## src/rtl/freq_meter_if.sv

```systemverilog
`default_nettype none
// +------------------------------------------------------------------+
// | freq_meter_if: measurement bus between a controller and freq_meter |
// | Rev 1.0                                                           |
// +------------------------------------------------------------------+
interface freq_meter_if #(
    parameter int CNT_W = 32
);
    logic             en;
    logic             sig_in;
    logic [CNT_W-1:0] freq_out;
    logic             valid;
    logic             overflow;
    logic             busy;

    modport master (
        output en, sig_in,
        input  freq_out, valid, overflow, busy
    );

    modport slave (
        input  en, sig_in,
        output freq_out, valid, overflow, busy
    );
endinterface
`default_nettype wire

```

## src/rtl/freq_meter.sv

```systemverilog
`default_nettype none
// +------------------------------------------------------------------+
// | freq_meter: gated edge counter, publishes rising-edge count/window |
// | Rev 1.0                                                           |
// +------------------------------------------------------------------+
module freq_meter #(
    parameter int CLK_FREQ    = 25_000_000,
    parameter int GATE_CYCLES = CLK_FREQ,
    parameter int CNT_W       = 32
) (
    input  wire logic    clk,
    input  wire logic    rst_n,
    freq_meter_if.slave  bus
);
    localparam int             GW        = (GATE_CYCLES > 2) ? $clog2(GATE_CYCLES) : 1;
    localparam logic [GW-1:0]  GATE_LAST = GW'(GATE_CYCLES - 1);

    typedef enum logic [0:0] {
        S_IDLE    = 1'b0,
        S_MEASURE = 1'b1
    } state_t;

    state_t           state_q, state_d;
    logic [GW-1:0]    gate_q, gate_d;
    logic [CNT_W-1:0] cnt_q, cnt_d;
    logic             sat_q, sat_d;
    logic [CNT_W-1:0] freq_q, freq_d;
    logic             ovf_q, ovf_d;
    logic             valid_q, valid_d;

    logic             s1_q, s2_q, prev_q;
    logic [1:0]       prime_q;
    logic             rise_w;
    logic             cnt_max_w;
    logic [CNT_W-1:0] cnt_acc_w;
    logic             sat_acc_w;

    // prime_q keeps the reset-cleared synchronizer from faking a rise
    // when sig_in is already high at release.
    always_ff @(posedge clk or negedge rst_n) begin
        if (!rst_n) begin
            s1_q    <= 1'b0;
            s2_q    <= 1'b0;
            prev_q  <= 1'b0;
            prime_q <= 2'd0;
        end else begin
            s1_q   <= bus.sig_in;
            s2_q   <= s1_q;
            prev_q <= s2_q;
            if (prime_q != 2'd3) begin
                prime_q <= prime_q + 2'd1;
            end
        end
    end

    assign rise_w    = s2_q & ~prev_q & (prime_q == 2'd3);
    assign cnt_max_w = (cnt_q == {CNT_W{1'b1}});
    assign cnt_acc_w = (rise_w && !cnt_max_w) ? cnt_q + CNT_W'(1) : cnt_q;
    assign sat_acc_w = sat_q | (rise_w & cnt_max_w);

    always_ff @(posedge clk or negedge rst_n) begin
        if (!rst_n) begin
            state_q <= S_IDLE;
            gate_q  <= '0;
            cnt_q   <= '0;
            sat_q   <= 1'b0;
            freq_q  <= '0;
            ovf_q   <= 1'b0;
            valid_q <= 1'b0;
        end else begin
            state_q <= state_d;
            gate_q  <= gate_d;
            cnt_q   <= cnt_d;
            sat_q   <= sat_d;
            freq_q  <= freq_d;
            ovf_q   <= ovf_d;
            valid_q <= valid_d;
        end
    end

    always_comb begin
        state_d = state_q;
        gate_d  = gate_q;
        cnt_d   = cnt_q;
        sat_d   = sat_q;
        freq_d  = freq_q;
        ovf_d   = ovf_q;
        valid_d = 1'b0;
        case (state_q)
            S_IDLE: begin
                gate_d = '0;
                cnt_d  = '0;
                sat_d  = 1'b0;
                if (bus.en) begin
                    state_d = S_MEASURE;
                end
            end
            S_MEASURE: begin
                if (gate_q == GATE_LAST) begin
                    // Terminal cycle closes the window even if en just fell.
                    freq_d  = cnt_acc_w;
                    ovf_d   = sat_acc_w;
                    valid_d = 1'b1;
                    gate_d  = '0;
                    cnt_d   = '0;
                    sat_d   = 1'b0;
                    if (!bus.en) begin
                        state_d = S_IDLE;
                    end
                end else if (!bus.en) begin
                    state_d = S_IDLE;
                    gate_d  = '0;
                    cnt_d   = '0;
                    sat_d   = 1'b0;
                end else begin
                    gate_d = gate_q + GW'(1);
                    cnt_d  = cnt_acc_w;
                    sat_d  = sat_acc_w;
                end
            end
            default: begin
                state_d = S_IDLE;
            end
        endcase
    end

    assign bus.freq_out = freq_q;
    assign bus.valid    = valid_q;
    assign bus.overflow = ovf_q;
    assign bus.busy     = (state_q == S_MEASURE);
endmodule
`default_nettype wire

```

## src/flat_wrapper.sv

```systemverilog
// flat-port wrapper written by rule: the top's interface ports become plain ports
module freq_meter_flat 
#(
    parameter int CLK_FREQ    = 25_000_000,
    parameter int GATE_CYCLES = CLK_FREQ,
    parameter int CNT_W       = 32
)
  (clk, rst_n, bus_en, bus_sig_in, bus_freq_out, bus_valid, bus_overflow, bus_busy);
  freq_meter_if #(.CNT_W(CNT_W)) bus_i ();
  input  wire logic clk;
  input  wire logic rst_n;
  input wire logic [$bits(bus_i.en)-1:0] bus_en;
  input wire logic [$bits(bus_i.sig_in)-1:0] bus_sig_in;
  output wire logic [$bits(bus_i.freq_out)-1:0] bus_freq_out;
  output wire logic [$bits(bus_i.valid)-1:0] bus_valid;
  output wire logic [$bits(bus_i.overflow)-1:0] bus_overflow;
  output wire logic [$bits(bus_i.busy)-1:0] bus_busy;
  assign bus_i.en = bus_en;
  assign bus_i.sig_in = bus_sig_in;
  assign bus_freq_out = bus_i.freq_out;
  assign bus_valid = bus_i.valid;
  assign bus_overflow = bus_i.overflow;
  assign bus_busy = bus_i.busy;
  freq_meter #(.CLK_FREQ(CLK_FREQ), .GATE_CYCLES(GATE_CYCLES), .CNT_W(CNT_W)) u_core (.clk(clk), .rst_n(rst_n), .bus(bus_i));
endmodule
```

## config.mk

```make
export PLATFORM = sky130hd
export DESIGN_NAME = freq_meter_flat
export DESIGN_NICKNAME = d
export VERILOG_FILES = /design/src/rtl/freq_meter_if.sv /design/src/rtl/freq_meter.sv /design/src/flat_wrapper.sv
export SDC_FILE = /design/constraint.sdc
export NUM_CORES = 1
export LEC_CHECK = 0
export BUFFER_PORTS_ARGS = -buffer_cell sky130_fd_sc_hd__buf_2
export CAP_MARGIN = 25
export CORE_ASPECT_RATIO = 0.5
export CORE_MARGIN = 2
export CORE_UTILIZATION = 43
export DETAILED_ROUTE_END_ITERATION = 12
export PLACE_DENSITY = 0.65
export SLEW_MARGIN = 20
export SYNTH_ARGS = -nofsm -noshare
export SYNTH_HDL_FRONTEND = slang
export SYNTH_SLANG_ARGS = --single-unit
```

## constraint.sdc

```tcl
create_clock -name clk -period 1.95 [get_ports clk]
set_input_delay 0.195 -clock clk [delete_from_list [all_inputs] [get_ports clk]]
set_output_delay 0.195 -clock clk [all_outputs]
set_load 0.005 [all_outputs]
```

Word-level counts from Yosys, hierarchy flattened
Index checks and enable logic that the tools add are counted.
- input bits: 4
- output and inout port bits: 35
- register bits after elaboration: 98
- reductions and logical operators: 3
- bitwise gates (word level): 6
- add/sub/neg operators: 3
- eq/ne operators: 4
- mux-type cells: 13
- operator list (kind ; count):
    $mux 32 ; 3
    $pmux 32 s2 ; 1
    $mux 25 ; 2
    $pmux 25 s2 ; 1
    $add 32x1->32 const B ; 1
    $eq 32x32->1 const B ; 1
    $add 25x1->25 const B ; 1
    $eq 25x25->1 const B ; 1
    $mux 1 ; 5
    $and 1x1->1 ; 3
    $add 2x1->2 const B ; 1
    $eq 2x2->1 const B ; 1
    $ne 2x2->1 const B ; 1
    $not 1->1 ; 2
    $pmux 1 s2 ; 1
    $reduce_and 2->1 ; 1
    $logic_and 1x1->1 ; 1
    $logic_not 1->1 ; 1
    $or 1x1->1 ; 1

Depth between registers and ports, before layout
Gate-level depths: netlist of the first run.
- depth after elaboration: 8
- gate-level depth with buffers: 8
- mapped depth without buffers: 7

Least setup slack after synthesis of the first run
No wires, ideal clock.
- path kind: register to register
- start point: register u_core.cnt_q[0]
- end point: register u_core.freq_q[11] (netlist: u_core.bus.freq_out[11])
- library setup time: 131 ps
- required time: 1819 ps
- slack: -144 ps
- period minus slack after synthesis: 2094 ps
- data arrival time: 1963 ps
- stages on the path, launching flop included: 9
- path through: dfrtp_1 ha_1 and4_2 nand4_4 or4b_1 buf_6 nand4b_1 xor2_1 o21ai_0
- word-level cells in the longest chain between the ends: 4
- elaborated cells on any way between the ends: 5
- those cells by class: 1 x add/sub; 1 x eq/ne; 1 x mux; 2 x reduce/logical
- ends and longest elaborated chain (what ; RTL line ; RTL):
    start, declared ; freq_meter.sv:25 ; logic [CNT_W-1:0] cnt_q, cnt_d;
    start signal, assigned ; freq_meter.sv:73 ; cnt_q <= cnt_d;
    parallel branches: the longest is 3 deep, another holds $add 32x1->32 ; - ;
    $mux 32 * ; freq_meter.sv:58 ; assign cnt_acc_w = (rise_w && !cnt_max_w) ? cnt_q + CNT_W'(1) : cnt_q;
    end signal, assigned ; freq_meter.sv:75 ; freq_q <= freq_d;
    end, declared ; freq_meter.sv:27 ; logic [CNT_W-1:0] freq_q, freq_d;
Every way passes the cells marked *.
A chain may end at the register's enable or synchronous reset.

Worst setup path in the final report of the first run
- start point: register u_core.prime_q[0]
- end point: register u_core.freq_q[29] (netlist: u_core.bus.freq_out[29])
- word-level cells in the longest chain between the ends: 4
- ends and longest elaborated chain (what ; RTL line ; RTL):
    start, declared ; freq_meter.sv:32 ; logic [1:0] prime_q;
    start signal, assigned ; freq_meter.sv:51 ; prime_q <= prime_q + 2'd1;
    $eq 2x2->1 ; freq_meter.sv:56 ; assign rise_w = s2_q & ~prev_q & (prime_q == 2'd3);
    $and 1x1->1 ; freq_meter.sv:56 ;
    $logic_and 1x1->1 ; freq_meter.sv:58 ;
    $mux 32 ; freq_meter.sv:58 ;
Every way passes these cells.

==> flow_results.xml, run 1 <==
<?xml version="1.0" encoding="UTF-8"?>
<metrics>
  <group name="routing">
    <metric name="route.vias.total" unit="">3702</metric>
    <metric name="ant_nets" unit="">0</metric>
    <metric name="route.detailed.wl_per_inst" unit="µm">15.9</metric>
    <metric name="drt-vias-per-instance" unit="">5.21</metric>
    <metric name="drtIter0Drc" unit="">280</metric>
    <metric name="totalWireLength" unit="mm">11.3</metric>
    <metric name="firstDrtPassIters" unit="">4</metric>
    <metric name="drcViolationCount" unit="">0</metric>
  </group>
  <group name="worst_setup_path">
    <metric name="worstSetupPathType" unit="">flip-flop to flip-flop</metric>
    <metric name="regToRegEndpoint" unit="">u_core.bus.freq_out[29]</metric>
    <metric name="cp-start-kind" unit="">flip-flop</metric>
    <metric name="timing.critical_path.fanout_max" unit="">2</metric>
    <metric name="worst-endpoint-arrival" unit="ns">2.44</metric>
    <metric name="worst_r2r_path_depth" unit="">8</metric>
    <metric name="r2r_setup_slack" unit="ns">-0.26</metric>
    <metric name="setup.worst_path.end_class" unit="">flip-flop</metric>
    <metric name="r2r-start" unit="">u_core.prime_q[0]</metric>
    <metric name="worst_ep_required_time" unit="ns">2.18</metric>
  </group>
  <group name="outcome">
    <metric name="violated_checks" unit="">setup timing</metric>
    <metric name="status" unit="">finished with violations</metric>
  </group>
  <group name="clock_network">
    <metric name="cts_root_buf" unit="">sky130_fd_sc_hd__clkbuf_16</metric>
    <metric name="cts_htree_levels" unit="">3</metric>
    <metric name="clk_latency" unit="ns">0.35</metric>
    <metric name="tritoncts.num_buffers" unit="">9</metric>
    <metric name="tritoncts" unit="">built</metric>
    <metric name="clkTransAtPathRegs" unit="ns">0.07</metric>
    <metric name="clockBufferDepth" unit="">2</metric>
    <metric name="numClockSinks" unit="">98</metric>
  </group>
  <group name="global_route">
    <metric name="first_pass_grt_wire_length" unit="mm">16.8</metric>
    <metric name="via_count_of_the_first_global_routing_pass" unit="">3374</metric>
    <metric name="grt_start_max_net_pins" unit="">51</metric>
    <metric name="grt_antenna_before_repair" unit="">0</metric>
    <metric name="grt_overflow" unit="">0</metric>
    <metric name="track_usage" unit="">0.194</metric>
  </group>
  <group name="sta">
    <metric name="timing.slew.headroom" unit="">0.703</metric>
    <metric name="rsz_0062_raised_after_global_routing" unit="">yes</metric>
    <metric name="final_critical_path_setup_slack" unit="ns">-0.258</metric>
    <metric name="setup_viol_count_final" unit="">47</metric>
    <metric name="final_hold_viol_count" unit="">0</metric>
    <metric name="finClkSkew" unit="ns">0.00608</metric>
    <metric name="tightest_slew" unit="ns">0.443</metric>
    <metric name="report.final.slew_viol_count" unit="">0</metric>
    <metric name="final.period_utilization" unit="">1.13</metric>
    <metric name="achievable-frequency" unit="MHz">453</metric>
    <metric name="period_needed" unit="ns">2.21</metric>
    <metric name="worst_hold_slack" unit="ns">0.340</metric>
  </group>
  <group name="place">
    <metric name="place.detailed.hpwl" unit="mm">6.72</metric>
    <metric name="routability_congestion" unit="">0.825</metric>
    <metric name="port_buffers" unit="">38</metric>
    <metric name="post_dp_cell_area" unit="µm²">5280</metric>
  </group>
  <group name="cells_and_area">
    <metric name="nets" unit="">574</metric>
    <metric name="antenna_cells_inserted" unit="">0</metric>
    <metric name="synthToLayoutAreaGrowth" unit="%">43.8</metric>
    <metric name="highest_count_cells_in_the_layout_ignoring_fill_and_taps" unit="">sky130_fd_sc_hd__dfrtp_1, sky130_fd_sc_hd__buf_4, sky130_fd_sc_hd__nor2_1</metric>
    <metric name="final_layout_size_suffix_gt1_frac" unit="">0.382</metric>
    <metric name="layout.cells.most_common" unit="">sky130_fd_sc_hd__dfrtp_1</metric>
    <metric name="finish.instance_area" unit="µm²">6390</metric>
  </group>
  <group name="synth">
    <metric name="synth_nets" unit="">446</metric>
    <metric name="post_synth_num_cell_types" unit="">43</metric>
    <metric name="syn_area" unit="µm²">4450</metric>
    <metric name="synthAdderAreaFrac" unit="">0.00844</metric>
    <metric name="average_footprint_of_a_synthesized_cell" unit="µm²">10.1</metric>
    <metric name="synth-simple-area-share" unit="">0.262</metric>
    <metric name="postSynthRegisterBits" unit="">98</metric>
    <metric name="syn_inst" unit="">439</metric>
    <metric name="fraction_of_the_yosys_area_taken_by_sequential_cells" unit="">0.552</metric>
    <metric name="muxShareOfSynthArea" unit="">0.00478</metric>
    <metric name="synth_compound_gate_area_share" unit="">0.0456</metric>
    <metric name="combinational_family_with_the_most_area_after_synthesis" unit="">simple AND/OR/NAND/NOR gates</metric>
    <metric name="post_synth_xor_area_fraction" unit="">0.106</metric>
    <metric name="synthesis.yosys.warnings" unit="">0</metric>
  </group>
  <group name="die">
    <metric name="core_area" unit="µm²">10100</metric>
    <metric name="die_width" unit="µm">148</metric>
    <metric name="core.rowCount" unit="">26</metric>
    <metric name="fp.dieH" unit="µm">75.9</metric>
    <metric name="number_of_top_level_design_ports" unit="">39</metric>
    <metric name="initial_utilization" unit="">0.439</metric>
    <metric name="design.die.area" unit="µm²">11200</metric>
  </group>
  <group name="worst_hold_path">
    <metric name="hold_crit_class" unit="">input port to async pin</metric>
  </group>
  <group name="power">
    <metric name="power.ir.vdd_worst" unit="mV">0.390</metric>
    <metric name="leakage" unit="nW">2.82</metric>
    <metric name="powerDensity" unit="nW/µm²">650</metric>
  </group>
  <group name="flow_run">
    <metric name="drv.max_cap_violation_count" unit="">0</metric>
  </group>
</metrics>
-- worst max path at each step --
stage | startpoint | end | slack [ns]
floorplan | u_core.cnt_q[0] | u_core.bus.freq_out[11] | -0.07
global placement | u_core.cnt_q[1] | u_core.bus.freq_out[27] | -0.12
detailed placement | u_core.cnt_q[1] | u_core.bus.freq_out[0] | -0.15
CTS | u_core.cnt_q[1] | u_core.bus.freq_out[11] | -0.16
global route | u_core.prime_q[0] | u_core.bus.freq_out[29] | -0.35
finish | u_core.prime_q[0] | u_core.bus.freq_out[29] | -0.26
-- cell families (layout without fill, tap and decap cells) --
| kind of cell | Yosys count | after routing |
|---|---|---|
| xor gates and xnor gates | 53 | 53 |
| AOI/OAI and AO/OA | 40 | 40 |
| muxes | 2 | 2 |
| adders and majority gates | 3 | 3 |
| DFF | 98 | 98 |
| and+or+nand+nor | 222 | 222 |
| buffers and inverters | 21 | 152 |
-- metrics by stage --
stage                     setup TNS, ns   util  power [W]  setup WS, ns  cells
after global placement            -1.61  0.522    0.00218        -0.115    665
after floorplan                   -1.12      -    0.00211       -0.0665    439
after global routing             -10.11  0.632    0.00430        -0.355    710
after detailed placement          -3.01  0.522    0.00219        -0.153    665
after CTS                         -3.45  0.590    0.00420        -0.157    693
final                             -5.72  0.632    0.00416        -0.258    710
-- Yosys cell counts, drive strengths merged --
library cell  instances  area share
a211oi                1      0.0017
a21oi                 4      0.0045
and2                  4      0.0056
and3                 11       0.015
and3b                 1      0.0020
and4                  8       0.016
buf                   7      0.0093
clkbuf               10      0.0084
dfrtp                98        0.55
ha                    3      0.0084
inv                   4      0.0034
mux2                  1      0.0025
mux2i                 1      0.0023
nand2                58       0.049
nand3                30       0.036
nand3b                3      0.0051
nand4                14       0.023
nand4b                1      0.0020
nand4bb               1      0.0025
nor2                 65       0.055
nor2b                 1      0.0031
nor3                  7      0.0079
nor3b                 2      0.0045
nor4                  7       0.015
nor4b                 3      0.0093
o21ai                35       0.039
or3                   4      0.0068
or4b                  2      0.0045
xnor2                17       0.035
xor2                 36       0.071
-- layout make-up --
type	count	area, µm²
Tap cell	140	175
Clock inverter	5	105
Inverter	4	15.0
Sequential cell	98	2450
Clock buffer	9	225
Timing Repair Buffer	134	1010
Fill cell	756	3720
Multi-Input combinational cell	320	2410
-- power by group --
| part | switching (W) | total, W | internal [W] |
|---|---|---|---|
| sequential | 0.00000674 | 0.00205 | 0.00204 |
| clock | 0.000758 | 0.00200 | 0.00124 |
| combinational | 0.0000779 | 0.000115 | 0.0000370 |
| total | 0.000842 | 0.00416 | 0.00332 |
-- routing by layer --
layer  global-route usage  up-vias  wire length (µm)
met2                0.309       89              5440
met4               0.0726        0               175
met3               0.0545       19               447
met5                    0        -                 0
li1                     -     1743                 -
met1                0.260     1851              5230
-- state kept, by name (all words and copies together), names as in the netlist --
| name | cells |
|---|---|
| u_core.bus.freq_out | 32 |
| u_core.cnt_q | 32 |
| u_core.gate_q | 25 |
| u_core.prime_q | 2 |
| u_core.bus.busy | 1 |
| u_core.bus.overflow | 1 |
| u_core.bus.valid | 1 |
| u_core.prev_q | 1 |
| u_core.s1_q | 1 |
| u_core.s2_q | 1 |
| u_core.sat_q | 1 |
-- worst max-delay path, stage by stage, from the launching register on --
cell and delay (ns):
sky130_fd_sc_hd__dfrtp_1 0.40, sky130_fd_sc_hd__ha_4 0.16, sky130_fd_sc_hd__nand3b_1 0.16, sky130_fd_sc_hd__nor4_4 0.20, sky130_fd_sc_hd__buf_4 0.16, sky130_fd_sc_hd__nor3b_4 0.20, sky130_fd_sc_hd__or4b_4 0.51, sky130_fd_sc_hd__xor2_2 0.21
sky130_fd_sc_hd__o21ai_1 0.09
-- timing repair --
action,4_1_cts,5_1_grt
hold buffers,3,0
pin swaps,27,43
endpoints found under the setup margin,42,90
setup buffers,11,18
endpoints found under the hold margin,32,0
resized for setup,44,61
No activity file was read; power rests on OpenSTA's default activity.
==> run 2: changes to the inputs <==
- PLACE_DENSITY: 0.65 -> 0.74
==> run 2 against run 1 <==
Against the previous run: the run still ends with setup timing left; sequential power is essentially flat; largest cell class unchanged; die area is the same; sequential share of layout area grew 2.2 points; combinational power grew 5%; sequential cell count is the same; highest routed layer unchanged; maximum frequency grew 1.4%.
==> flow_results.xml, run 2 (synthesis gave the netlist of run 1 again) <==
<?xml version="1.0" encoding="UTF-8"?>
<metrics>
  <group name="sta">
    <metric name="rsz_0062_raised_after_global_routing" unit="">yes</metric>
    <metric name="period_needed" unit="ns">2.18</metric>
    <metric name="finClkSkew" unit="ns">0.00939</metric>
    <metric name="final_hold_viol_count" unit="">0</metric>
    <metric name="tightest_slew" unit="ns">0.310</metric>
    <metric name="setup_viol_count_final" unit="">57</metric>
    <metric name="final.period_utilization" unit="">1.12</metric>
    <metric name="achievable-frequency" unit="MHz">459</metric>
    <metric name="worst_hold_slack" unit="ns">0.264</metric>
    <metric name="timing.slew.headroom" unit="">0.792</metric>
    <metric name="report.final.slew_viol_count" unit="">0</metric>
    <metric name="final_critical_path_setup_slack" unit="ns">-0.228</metric>
  </group>
  <group name="cells_and_area">
    <metric name="layout.cells.most_common" unit="">sky130_fd_sc_hd__dfrtp_1</metric>
    <metric name="multi_input_logic_area" unit="µm²">2180</metric>
    <metric name="final_cell_count_no_fill" unit="">701</metric>
    <metric name="seqCellArea" unit="µm²">2450</metric>
    <metric name="nets" unit="">563</metric>
    <metric name="antenna_cells_inserted" unit="">0</metric>
    <metric name="fin_util" unit="">0.597</metric>
    <metric name="highest_count_cells_in_the_layout_ignoring_fill_and_taps" unit="">sky130_fd_sc_hd__dfrtp_1, sky130_fd_sc_hd__buf_4, sky130_fd_sc_hd__nor2_1</metric>
    <metric name="layout.filler_cells" unit="">759</metric>
    <metric name="final_layout_size_suffix_gt1_frac" unit="">0.333</metric>
    <metric name="synthToLayoutAreaGrowth" unit="%">35.8</metric>
  </group>
  <group name="die">
    <metric name="fp.dieH" unit="µm">75.9</metric>
    <metric name="die_width" unit="µm">148</metric>
    <metric name="number_of_top_level_design_ports" unit="">39</metric>
    <metric name="design.die.area" unit="µm²">11200</metric>
    <metric name="core.rowCount" unit="">26</metric>
    <metric name="core_area" unit="µm²">10100</metric>
    <metric name="initial_utilization" unit="">0.439</metric>
  </group>
  <group name="clock_network">
    <metric name="numClockSinks" unit="">98</metric>
    <metric name="clockBufferDepth" unit="">2</metric>
    <metric name="tritoncts.num_buffers" unit="">9</metric>
    <metric name="clkTransAtPathRegs" unit="ns">0.07</metric>
    <metric name="clk_latency" unit="ns">0.35</metric>
    <metric name="cts_root_buf" unit="">sky130_fd_sc_hd__clkbuf_16</metric>
    <metric name="cts_htree_levels" unit="">3</metric>
    <metric name="tritoncts" unit="">built</metric>
  </group>
  <group name="routing">
    <metric name="route.vias.total" unit="">3700</metric>
    <metric name="drtIter0Drc" unit="">300</metric>
    <metric name="totalWireLength" unit="mm">11.3</metric>
    <metric name="drcViolationCount" unit="">0</metric>
    <metric name="firstDrtPassIters" unit="">5</metric>
    <metric name="ant_nets" unit="">0</metric>
    <metric name="drt-vias-per-instance" unit="">5.28</metric>
    <metric name="route.detailed.wl_per_inst" unit="µm">16.2</metric>
  </group>
  <group name="global_route">
    <metric name="via_count_of_the_first_global_routing_pass" unit="">3281</metric>
    <metric name="first_pass_grt_wire_length" unit="mm">16.2</metric>
    <metric name="track_usage" unit="">0.187</metric>
    <metric name="grt_overflow" unit="">0</metric>
    <metric name="grt_start_max_net_pins" unit="">57</metric>
    <metric name="grt_antenna_before_repair" unit="">0</metric>
  </group>
  <group name="place">
    <metric name="port_buffers" unit="">38</metric>
    <metric name="routability_congestion" unit="">0.854</metric>
    <metric name="place.detailed.hpwl" unit="mm">6.53</metric>
    <metric name="dp_cells" unit="">663</metric>
  </group>
  <group name="worst_setup_path">
    <metric name="worst_r2r_path_depth" unit="">10</metric>
    <metric name="cp-start-kind" unit="">flip-flop</metric>
    <metric name="r2r-start" unit="">u_core.cnt_q[1]</metric>
    <metric name="timing.critical_path.fanout_max" unit="">4</metric>
    <metric name="r2r_setup_slack" unit="ns">-0.23</metric>
    <metric name="critical-path-max-stage-delay" unit="ns">0.37</metric>
    <metric name="cell_chain_critical_path" unit="">ha_2 -&gt; and4_4 -&gt; nand4_4 -&gt; buf_4 -&gt; buf_6 -&gt; nor2_2 -&gt; buf_4 -&gt; nor4_2 -&gt; xnor2_1 -&gt; o21ai_1</metric>
    <metric name="startpoint" unit="">u_core.cnt_q[1]</metric>
    <metric name="worst_ep_required_time" unit="ns">2.18</metric>
    <metric name="cell_at_the_slowest_stage_of_the_critical_path" unit="">sky130_fd_sc_hd__dfrtp_1</metric>
    <metric name="worst-endpoint-arrival" unit="ns">2.41</metric>
    <metric name="regToRegEndpoint" unit="">u_core.bus.freq_out[26]</metric>
    <metric name="worstSetupPathType" unit="">flip-flop to flip-flop</metric>
    <metric name="setup.worst_path.end_class" unit="">flip-flop</metric>
    <metric name="timing.critical_path.mode_cell" unit="">sky130_fd_sc_hd__buf_4</metric>
  </group>
  <group name="outcome">
    <metric name="status" unit="">finished with violations</metric>
    <metric name="violated_checks" unit="">setup timing</metric>
  </group>
  <group name="power">
    <metric name="leakage" unit="nW">2.70</metric>
    <metric name="power.ir.vdd_worst" unit="mV">0.392</metric>
    <metric name="powerDensity" unit="nW/µm²">654</metric>
  </group>
  <group name="worst_hold_path">
    <metric name="hold_crit_class" unit="">input port to async pin</metric>
  </group>
  <group name="flow_run">
    <metric name="drv.max_cap_violation_count" unit="">0</metric>
  </group>
</metrics>
[run 2: changes by cell type in the layout (fill, tap and decap cells not counted), sizes merged]
cell / before / now
clkbuf: 9 / 12
inv: 4 / 6
bufinv: 3 / 1
clkinv: 0 / 2
clkinvlp: 2 / 1
buf: 131 / 118
[run 2: layer usage]
layer / routed length (µm) / GRT usage / vias to the layer above
met5: 0 / 0 / -
met4: 258 / 0.0662 / 0
met3: 588 / 0.0539 / 28
met2: 5480 / 0.309 / 132
met1: 5020 / 0.242 / 1810
li1: - / - / 1730
[run 2: power by group]
part	switching, W	leakage [nW]	total [W]	internal, W
Sequential	0.00000524	1.35	0.00204	0.00204
Combinational	0.0000802	1.21	0.000121	0.0000410
Clock	0.000780	0.143	0.00178	0.000999
[run 2: area by class of cell]
cell class	instances	share of cell area
clock buffer	10	0.0379
tap	140	0.0290
sequential	98	0.406
inverter	4	0.00249
timing repair buffer	123	0.153
clock inverter	6	0.0108
multi-input combinational	320	0.361
[run 2: what timing repair did]
item,CTS,global route
cloned,0,2
hold buffers,3,0
setup endpoints to repair,46,90
endpoints found under the hold margin,21,0
setup buffers,7,11
gates resized for setup,15,44
pin swaps,8,24
[run 2: stage by stage]
| step | cell area (µm²) | power, W | setup TNS (ns) | worst slack (ns) |
|---|---|---|---|---|
| 6_report | 6040 | 0.00395 | -7.56 | -0.228 |
| 5_1_grt | 6040 | 0.00408 | -11.87 | -0.320 |
| 4_1_cts | 5710 | 0.00395 | -3.02 | -0.141 |
| 3_5_place_dp | 5260 | 0.00218 | -3.13 | -0.135 |
| 3_3_place_gp | 5260 | 0.00218 | -1.46 | -0.0965 |
| 2_1_floorplan | 4460 | 0.00211 | -1.12 | -0.0665 |
[run 2: critical path: cells and delay by family, from the launching register on]
family	cells	cell delay [ns]
xor+xnor	1	0.25
flops	1	0.37
simple gates	4	0.64
fa+ha+maj	1	0.22
compound gates	1	0.11
buf+inv	3	0.47
[run 2: worst max path at each step]
| stage | to | cells past startpoint |
|---|---|---|
| after floorplan | u_core.bus.freq_out[11] | 8 |
| after global placement | u_core.bus.freq_out[14] | 9 |
| after detailed placement | u_core.bus.freq_out[0] | 7 |
| after CTS | u_core.bus.freq_out[11] | 8 |
| after global routing | u_core.bus.freq_out[31] | 11 |
| final | u_core.bus.freq_out[26] | 10 |
==> run 3: changes to the inputs <==
- SETUP_SLACK_MARGIN: unset -> 0.05
==> run 3 against run 2 <==
Against the previous run: the run still ends with setup timing left; maximum frequency about the same; clock power decreased by 6%; cell count decreased by 1.0%.
==> flow_results.xml, run 3 (synthesis gave the netlist of run 1 again) <==
<?xml version="1.0" encoding="UTF-8"?>
<metrics>
  <group name="cells_and_area">
    <metric name="highest_count_cells_in_the_layout_ignoring_fill_and_taps" unit="">sky130_fd_sc_hd__dfrtp_1, sky130_fd_sc_hd__nor2_1, sky130_fd_sc_hd__buf_4</metric>
    <metric name="layout.cells.most_common" unit="">sky130_fd_sc_hd__dfrtp_1</metric>
    <metric name="fin_util" unit="">0.606</metric>
    <metric name="antenna_cells_inserted" unit="">0</metric>
    <metric name="synthToLayoutAreaGrowth" unit="%">37.8</metric>
    <metric name="final_layout_size_suffix_gt1_frac" unit="">0.341</metric>
    <metric name="layout.filler_cells" unit="">731</metric>
    <metric name="nets" unit="">556</metric>
  </group>
  <group name="global_route">
    <metric name="grt_overflow" unit="">0</metric>
    <metric name="track_usage" unit="">0.192</metric>
    <metric name="first_pass_grt_wire_length" unit="mm">16.6</metric>
    <metric name="grt_start_max_net_pins" unit="">51</metric>
    <metric name="via_count_of_the_first_global_routing_pass" unit="">3446</metric>
    <metric name="grt_antenna_before_repair" unit="">0</metric>
  </group>
  <group name="power">
    <metric name="leakage" unit="nW">2.69</metric>
    <metric name="power.ir.vdd_worst" unit="mV">0.353</metric>
    <metric name="powerDensity" unit="nW/µm²">628</metric>
  </group>
  <group name="sta">
    <metric name="achievable-frequency" unit="MHz">460</metric>
    <metric name="setup_viol_count_final" unit="">47</metric>
    <metric name="finClkSkew" unit="ns">0.0105</metric>
    <metric name="period_needed" unit="ns">2.18</metric>
    <metric name="final_critical_path_setup_slack" unit="ns">-0.226</metric>
    <metric name="timing.slew.headroom" unit="">0.688</metric>
    <metric name="tightest_slew" unit="ns">0.468</metric>
    <metric name="final_hold_viol_count" unit="">0</metric>
    <metric name="final.period_utilization" unit="">1.12</metric>
    <metric name="rsz_0062_raised_after_global_routing" unit="">yes</metric>
    <metric name="report.final.slew_viol_count" unit="">0</metric>
  </group>
  <group name="worst_hold_path">
    <metric name="hold_crit_class" unit="">input port to async pin</metric>
  </group>
  <group name="place">
    <metric name="port_buffers" unit="">38</metric>
    <metric name="routability_congestion" unit="">0.836</metric>
    <metric name="dp_worst_setup_slack" unit="ns">-0.181</metric>
    <metric name="place.detailed.hpwl" unit="mm">6.44</metric>
  </group>
  <group name="worst_setup_path">
    <metric name="regToRegEndpoint" unit="">u_core.bus.freq_out[11]</metric>
    <metric name="setup.worst_path.end_class" unit="">flip-flop</metric>
    <metric name="worst-endpoint-arrival" unit="ns">2.40</metric>
    <metric name="worst_ep_required_time" unit="ns">2.18</metric>
    <metric name="cp-start-kind" unit="">flip-flop</metric>
    <metric name="worst_r2r_path_depth" unit="">8</metric>
    <metric name="r2r_setup_slack" unit="ns">-0.23</metric>
    <metric name="r2r-start" unit="">u_core.cnt_q[0]</metric>
    <metric name="worstSetupPathType" unit="">flip-flop to flip-flop</metric>
    <metric name="timing.critical_path.fanout_max" unit="">7</metric>
  </group>
  <group name="flow_run">
    <metric name="drv.max_cap_violation_count" unit="">0</metric>
  </group>
  <group name="clock_network">
    <metric name="clk_latency" unit="ns">0.35</metric>
    <metric name="clockBufferDepth" unit="">2</metric>
    <metric name="cts_htree_levels" unit="">3</metric>
    <metric name="numClockSinks" unit="">98</metric>
    <metric name="cts_root_buf" unit="">sky130_fd_sc_hd__clkbuf_16</metric>
    <metric name="tritoncts.num_buffers" unit="">9</metric>
    <metric name="tritoncts" unit="">built</metric>
    <metric name="clkTransAtPathRegs" unit="ns">0.07</metric>
  </group>
  <group name="routing">
    <metric name="drcViolationCount" unit="">0</metric>
    <metric name="drt-vias-per-instance" unit="">5.28</metric>
    <metric name="route.vias.total" unit="">3665</metric>
    <metric name="route.detailed.wl_per_inst" unit="µm">16.2</metric>
    <metric name="firstDrtPassIters" unit="">5</metric>
    <metric name="ant_nets" unit="">0</metric>
    <metric name="totalWireLength" unit="mm">11.3</metric>
    <metric name="drt-met1-wl" unit="mm">4.96</metric>
    <metric name="wl_met2" unit="mm">5.52</metric>
    <metric name="met3WireLength" unit="µm">453</metric>
    <metric name="highest_layer" unit="">met4</metric>
    <metric name="drtIter0Drc" unit="">272</metric>
  </group>
  <group name="die">
    <metric name="design.die.area" unit="µm²">11200</metric>
    <metric name="core.rowCount" unit="">26</metric>
    <metric name="core_area" unit="µm²">10100</metric>
    <metric name="fp.dieH" unit="µm">75.9</metric>
    <metric name="die_width" unit="µm">148</metric>
    <metric name="initial_utilization" unit="">0.439</metric>
    <metric name="number_of_top_level_design_ports" unit="">39</metric>
  </group>
  <group name="outcome">
    <metric name="violated_checks" unit="">setup timing</metric>
    <metric name="status" unit="">finished with violations</metric>
  </group>
</metrics>
## run 3: cell count changes in the layout (fill, tap and decap cells not counted), moves of 3 or more
cell	before	now
sky130_fd_sc_hd__buf_6	3	11
sky130_fd_sc_hd__o21ai_1	25	19
sky130_fd_sc_hd__buf_4	75	60
sky130_fd_sc_hd__nand3_2	5	2
sky130_fd_sc_hd__xnor2_1	12	8
sky130_fd_sc_hd__o21ai_0	10	16
sky130_fd_sc_hd__xnor2_2	5	8
## run 3: layout make-up
type | count | area [µm²] | area share
multi-input combinational | 320 | 2310 | 0.377
sequential | 98 | 2450 | 0.400
clock buffer | 10 | 229 | 0.0374
inverter | 4 | 15.0 | 0.00245
timing repair buffer | 116 | 897 | 0.146
tap | 140 | 175 | 0.0286
clock inverter | 6 | 48.8 | 0.00796
## run 3: metal layers
layer	GRT usage	up-vias
met3	0.0407	34
met5	0	-
met4	0.0812	0
met2	0.327	106
li1	-	1707
met1	0.247	1818
## run 3: worst max-delay path by stage
stage | from | endpoint
6_report | u_core.cnt_q[0] | u_core.bus.freq_out[11]
5_1_grt | u_core.prime_q[0] | u_core.bus.freq_out[29]
4_1_cts | u_core.prime_q[1] | u_core.bus.freq_out[29]
3_5_place_dp | u_core.cnt_q[1] | u_core.bus.freq_out[0]
3_3_place_gp | u_core.cnt_q[1] | u_core.bus.freq_out[11]
2_1_floorplan | u_core.cnt_q[0] | u_core.bus.freq_out[11]
## run 3: critical path: stages (launching register included)
cell and delay [ns]:
sky130_fd_sc_hd__dfrtp_1 0.37, sky130_fd_sc_hd__ha_2 0.19, sky130_fd_sc_hd__and4_4 0.25, sky130_fd_sc_hd__nand4_4 0.08
sky130_fd_sc_hd__or4b_4 0.57, sky130_fd_sc_hd__buf_6 0.16, sky130_fd_sc_hd__nand4b_1 0.12, sky130_fd_sc_hd__xor2_1 0.22
sky130_fd_sc_hd__o21ai_1 0.09
## run 3: repair_timing
action	in CTS	in global routing
resized for setup	26	56
endpoints found under the hold margin	33	0
hold buffers	3	0
setup endpoints to repair	73	91
pin swaps	18	40
setup buffers	4	7
cloned	1	0
## run 3: metrics by stage
stage / setup TNS, ns / power (W) / instance area (µm²) / hold slack [ns] / instances
after global placement: -1.57 / 0.00218 / 5270 / 0.176 / 663
final: -3.92 / 0.00385 / 6130 / 0.338 / 694
after floorplan: -1.12 / 0.00211 / 4460 / -0.101 / 439
after detailed placement: -3.38 / 0.00218 / 5270 / 0.181 / 663
after CTS: -2.05 / 0.00387 / 5760 / 0.341 / 687
after global routing: -8.82 / 0.00398 / 6130 / 0.375 / 694
## run 3: where the power goes
group          switching [W]  internal, W  leakage (nW)
Combinational      0.0000798    0.0000431          1.21
Clock               0.000804     0.000877         0.126
Sequential        0.00000555      0.00204          1.35
